### src/rtl/grid_scan_driver.sv
//==============================================================================
// Module      : grid_scan_driver
// Description : Serialises a 2x8 LED grid into a 74HC595-style chain and
//               multiplexes the two rows. Option macro: DISP_ACTIVE_LOW_EN.
// Revision    : 1.0 - initial release
//==============================================================================
`default_nettype none

module grid_scan_driver #(
    parameter int CLK_DIV = 2,
    parameter int DWELL   = 8
) (
    input  logic        clk,
    input  logic        reset,
    input  logic        en,
    input  logic [15:0] grid,
    output logic        sr_clk,
    output logic        sr_data,
    output logic        sr_latch,
    output logic        busy,
    output logic        frame_done
);

    localparam int CNT_MAX = (CLK_DIV > DWELL) ? CLK_DIV : DWELL;
    localparam int CW      = (CNT_MAX > 1) ? $clog2(CNT_MAX) : 1;
    localparam logic [CW-1:0] C_DIV_LAST   = CW'(CLK_DIV - 1);
    localparam logic [CW-1:0] C_DWELL_LAST = CW'(DWELL - 1);
    localparam logic [3:0]    C_TOP_BIT    = 4'd9;

`ifdef DISP_ACTIVE_LOW_EN
    // Common-anode panel: every data bit and the idle level are inverted
    localparam logic C_INV = 1'b1;
`else
    localparam logic C_INV = 1'b0;
`endif

    typedef enum logic [1:0] {
        ST_IDLE  = 2'd0,
        ST_SHIFT = 2'd1,
        ST_LATCH = 2'd2,
        ST_DWELL = 2'd3
    } state_t;

    state_t        r_state, w_state_nxt;
    logic          r_row,   w_row_nxt;
    logic [3:0]    r_bit,   w_bit_nxt;
    logic [CW-1:0] r_cnt,   w_cnt_nxt;
    logic          r_high,  w_high_nxt;
    logic [15:0]   r_snap,  w_snap_nxt;
    logic [9:0]    w_word;

    assign w_word = r_row ? {2'b10, r_snap[15:8]} : {2'b01, r_snap[7:0]};

    always_ff @(posedge clk or posedge reset) begin
        if (reset) begin
            r_state <= ST_IDLE;
            r_row   <= 1'b0;
            r_bit   <= 4'd0;
            r_cnt   <= '0;
            r_high  <= 1'b0;
            r_snap  <= 16'd0;
        end else begin
            r_state <= w_state_nxt;
            r_row   <= w_row_nxt;
            r_bit   <= w_bit_nxt;
            r_cnt   <= w_cnt_nxt;
            r_high  <= w_high_nxt;
            r_snap  <= w_snap_nxt;
        end
    end

    always_comb begin
        w_state_nxt = r_state;
        w_row_nxt   = r_row;
        w_bit_nxt   = r_bit;
        w_cnt_nxt   = r_cnt;
        w_high_nxt  = r_high;
        w_snap_nxt  = r_snap;
        sr_clk      = 1'b0;
        sr_data     = C_INV;
        sr_latch    = 1'b0;
        frame_done  = 1'b0;
        busy        = (r_state != ST_IDLE);

        case (r_state)
            ST_IDLE: begin
                if (en) begin
                    w_snap_nxt  = grid;
                    w_row_nxt   = 1'b0;
                    w_bit_nxt   = C_TOP_BIT;
                    w_cnt_nxt   = '0;
                    w_high_nxt  = 1'b0;
                    w_state_nxt = ST_SHIFT;
                end
            end
            ST_SHIFT: begin
                sr_clk  = r_high;
                sr_data = w_word[r_bit] ^ C_INV;
                if (r_cnt == C_DIV_LAST) begin
                    w_cnt_nxt = '0;
                    if (!r_high) begin
                        w_high_nxt = 1'b1;
                    end else begin
                        // Bit index only advances as the clock falls
                        w_high_nxt = 1'b0;
                        if (r_bit == 4'd0) begin
                            w_state_nxt = ST_LATCH;
                        end else begin
                            w_bit_nxt = r_bit - 4'd1;
                        end
                    end
                end else begin
                    w_cnt_nxt = r_cnt + 1'b1;
                end
            end
            ST_LATCH: begin
                sr_latch = 1'b1;
                if (r_cnt == C_DIV_LAST) begin
                    w_cnt_nxt   = '0;
                    w_state_nxt = ST_DWELL;
                end else begin
                    w_cnt_nxt = r_cnt + 1'b1;
                end
            end
            ST_DWELL: begin
                if (r_cnt == C_DWELL_LAST) begin
                    w_cnt_nxt  = '0;
                    w_high_nxt = 1'b0;
                    w_bit_nxt  = C_TOP_BIT;
                    if (!r_row) begin
                        w_row_nxt   = 1'b1;
                        w_state_nxt = ST_SHIFT;
                    end else begin
                        frame_done = 1'b1;
                        w_row_nxt  = 1'b0;
                        if (en) begin
                            w_snap_nxt  = grid;
                            w_state_nxt = ST_SHIFT;
                        end else begin
                            w_state_nxt = ST_IDLE;
                        end
                    end
                end else begin
                    w_cnt_nxt = r_cnt + 1'b1;
                end
            end
            default: w_state_nxt = ST_IDLE;
        endcase
    end

endmodule

`default_nettype wire
### config.mk
export PLATFORM = sky130hd
export DESIGN_NAME = grid_scan_driver
export DESIGN_NICKNAME = d
export VERILOG_FILES = /design/src/rtl/grid_scan_driver.sv
export SDC_FILE = /design/constraint.sdc
export NUM_CORES = 1
export LEC_CHECK = 0
export CAP_MARGIN = 20
export CORE_MARGIN = 3
export CORE_UTILIZATION = 50
export CTS_CLUSTER_DIAMETER = 30
export DETAILED_ROUTE_END_ITERATION = 6
export PLACE_DENSITY_LB_ADDON = 0.2
export SYNTH_ARGS = -nofsm -noshare
export SYNTH_HDL_FRONTEND = slang
export SYNTH_SLANG_ARGS = --single-unit
### constraint.sdc
create_clock -name clk -period 2.4 [get_ports clk]
set_input_delay 0.48 -clock clk [delete_from_list [all_inputs] [get_ports clk]]
set_output_delay 0.48 -clock clk [all_outputs]
set_load 0.02 [all_outputs]
==> summary.md <==
| Metric | Value |
|---|---|
| Status | `complete, no violations` |
| Final Critical Period | `2.24 ns` |
| Worst skew pair latency | `0.33 ns` |
| NetSw | `0.000151 W` |
| H-tree levels | `1` |
| Iter 0 DRT Violations | `88` |
| Final RePlAce weighted congestion | `0.883` |
| Setup-failing EPs final | `0` |
| Crit end category | `primary output` |
| Fmax | `0.446 GHz` |
| Die width | `63.1 um` |
| Filler cells | `255` |
| Total power density per cell area | `355 nW/um2` |
| Sw Share | `21.6%` |
| Clock Path Buffers | `2` |
| Slew @ Worst Pin | `0.328 ns` |
| Root buf cell | `clkbuf_4` |
| Post-synth EDFFs | `0` |
| Max-slew headroom | `77.9%` |
| Sequential area share after synthesis | `41.4%` |
| Final WL | `3.09 mm` |
| Synth area leaders | `dfrtp_1 (41%), mux2_4 (9.2%), ha_1 (7.7%)` |
| Starting Density | `53.0%` |
| Detail Route Antenna Nets | `0` |
| Cell Rows | `20` |
| First-pass GRT wire length | `5.42 mm` |
| Slew Viols, Final | `0` |
| Critical Path AT | `1.76 ns` |
| Clk slew on worst S/H paths | `0.15 ns` |
| Number of global-route vias before repair | `1218` |
| Syn avg cell area | `11.7 um2` |
| Sequential power share | `65.2%` |
| CTS tree | `built` |
| Static Leak | `0.981 nW` |
| Clock share of power | `29.1%` |
| Port bufs | `23` |
| Total placed cells including tap cells | `208` |
| Internal Pwr Total | `0.000547 W` |
| Critical path class | `reg -> out` |
| Combinational share of power | `5.7%` |
| DRC Markers | `0` |
| Num CTS Buffers | `3` |
| Final worst setup slack | `0.160 ns` |
| Final Skew | `0.00701 ns` |
| Async SR Flop Fraction | `100%` |
| Clock sink count | `27` |
| Diodes inserted | `0` |
| Yosys top cell area share | `41.4%` |
| Post-route cell area | `1970 um2` |
| Synthesized Nets | `168` |
| Syn Std Cell Area | `1630 um2` |
| Core area | `3080 um2` |
| Placed cell areas | `1920 um2` |
| Wire length per cell | `14.5 um` |
| Via count | `1141` |
| RSZ-0062 raised after global routing | `false` |
| Max cap viols | `0` |
| Via density | `5.33` |
| Maximum VDD drop | `0.229 mV` |
| Router iterations before antenna repair | `4` |
| Setup TNS | `0 ns` |
| Syn-to-layout area delta | `20.6%` |
| Synth cell types | `42` |
| #FFs+latches synth | `27` |
| Post-Syn Instances | `139` |
| Commonest cells after routing, fill and taps aside | `dfrtp_1 (27), clkdlybuf4s50_1 (18), mux2_4 (10), inv_1 (10), ha_1 (10)` |
| Pre-CTS setup slack | `0.0974 ns` |
| Post-synth top flop | `dfrtp_1` |
| Worst EP required | `1.92 ns` |
| Tcrit/Tclk final | `93.3%` |
| FF-to-FF path depth | `5` |
| Nets | `200` |
| Initial antenna violation count | `0` |
| Layout cells sized above 1 | `22.9%` |
| GRT Total Usage | `17.3%` |
| Gr ovfl total | `0` |
| IO Count | `24` |
| Hold Fails Final Rpt | `0` |
| Worst setup SP type | `flip-flop` |
| Worst min-delay path class | `in -> async` |
| Die Y | `63.1 um` |
| Maximum fanout along the worst path | `4` |
| Largest area contributor in the netlist | `dfrtp_1` |
| Largest net degree at the start of global routing | `28` |
| Die area | `3980 um2` |
| Synth Warn # | `0` |
| Commonest non-fill, non-tap cell in the layout | `dfrtp_1` |
| HPWL Detailed | `2.36 mm` |
| Non-filler cells in the finished layout | `214` |
layout make-up:
type | count | area [um2] | share of cell area, %
timing repair buffer | 31 | 295 | 15.0
tap | 44 | 55.1 | 2.80
clock buffer | 4 | 26.3 | 1.34
inverter | 11 | 41.3 | 2.10
multi-input combinational | 97 | 872 | 44.4
sequential | 27 | 676 | 34.4
per-layer routing:
metal	GRT usage, %	up-vias	wire length, um
li1	-	562	-
met1	22.2	549	1430
met2	29.6	26	1510
met3	2.67	4	101
met4	6.06	0	42
met5	0	-	0
through the flow:
step / util (%) / power [W] / hold slack [ns]
detailed placement: 62.4 / 0.000505 / 0.494
floorplan: - / 0.000471 / 0.467
CTS: 63.4 / 0.000701 / 0.505
finish: 63.9 / 0.000698 / 0.489
global route: 63.9 / 0.000731 / 0.541
global placement: 62.4 / 0.000504 / 0.486
power groups by stage:
stage               registers (W)   logic (W)  clock network (W)
global placement         0.000464   0.0000402                  0
CTS                      0.000455   0.0000412           0.000205
finish                   0.000455   0.0000399           0.000203
detailed placement       0.000464   0.0000413                  0
floorplan                0.000464  0.00000731                  0
global route             0.000455   0.0000444           0.000231
cells in the mapped netlist, drive strengths merged, types with 3 or more instances:
library cell	instances
a21oi	5
and3	3
buf	4
dfrtp	27
ha	10
inv	11
mux2	17
mux2i	3
mux4	3
nand2	8
nor2	7
nor3b	3
o21ai	9
critical path, cell delays in order, from the launching register on:
cell,delay [ns]
dfrtp_1,0.41
inv_1,0.10
ha_1,0.22
nor3b_1,0.22
o2111ai_1,0.14
o311ai_1,0.11
buf_2,0.22
flip-flops by register name, indices dropped and copies added (netlist names):
register and flops:
r_high 1, r_row 1, r_cnt 3, r_bit 4, r_snap 16, r_state 2
cells by family after synthesis:
family / share of synthesized area, %
AND/OR/NAND/NOR: 14.1
flip-flops: 41.4
AO/OA/AOI/OAI: 11.1
multiplexers: 20.0
buffers and inverters: 5.07
adder cells (fa/ha/maj): 7.67
XOR/XNOR: 0.537
what timing repair did:
| action | in CTS | in global routing |
|---|---|---|
| setup buffers | 1 | 1 |
| resized for setup | 1 | 8 |
| endpoints found under the setup margin | 1 | 5 |
| hold buffers | 0 | 0 |
final timing paths:
path / from / end / slack, ns
setup / recovery: r_state[1] / sr_data / 0.16
hold / removal: reset / r_bit[2] / 0.49
setup reg to reg: r_cnt[0] / r_snap[4] / 0.42
hold reg to reg: r_snap[15] / r_snap[15] / 0.53
max in group asynchronous: reset / r_cnt[2] / 1.66
min in group clk: r_snap[15] / r_snap[15] / 0.53
(Power assumes the default switching activity.)
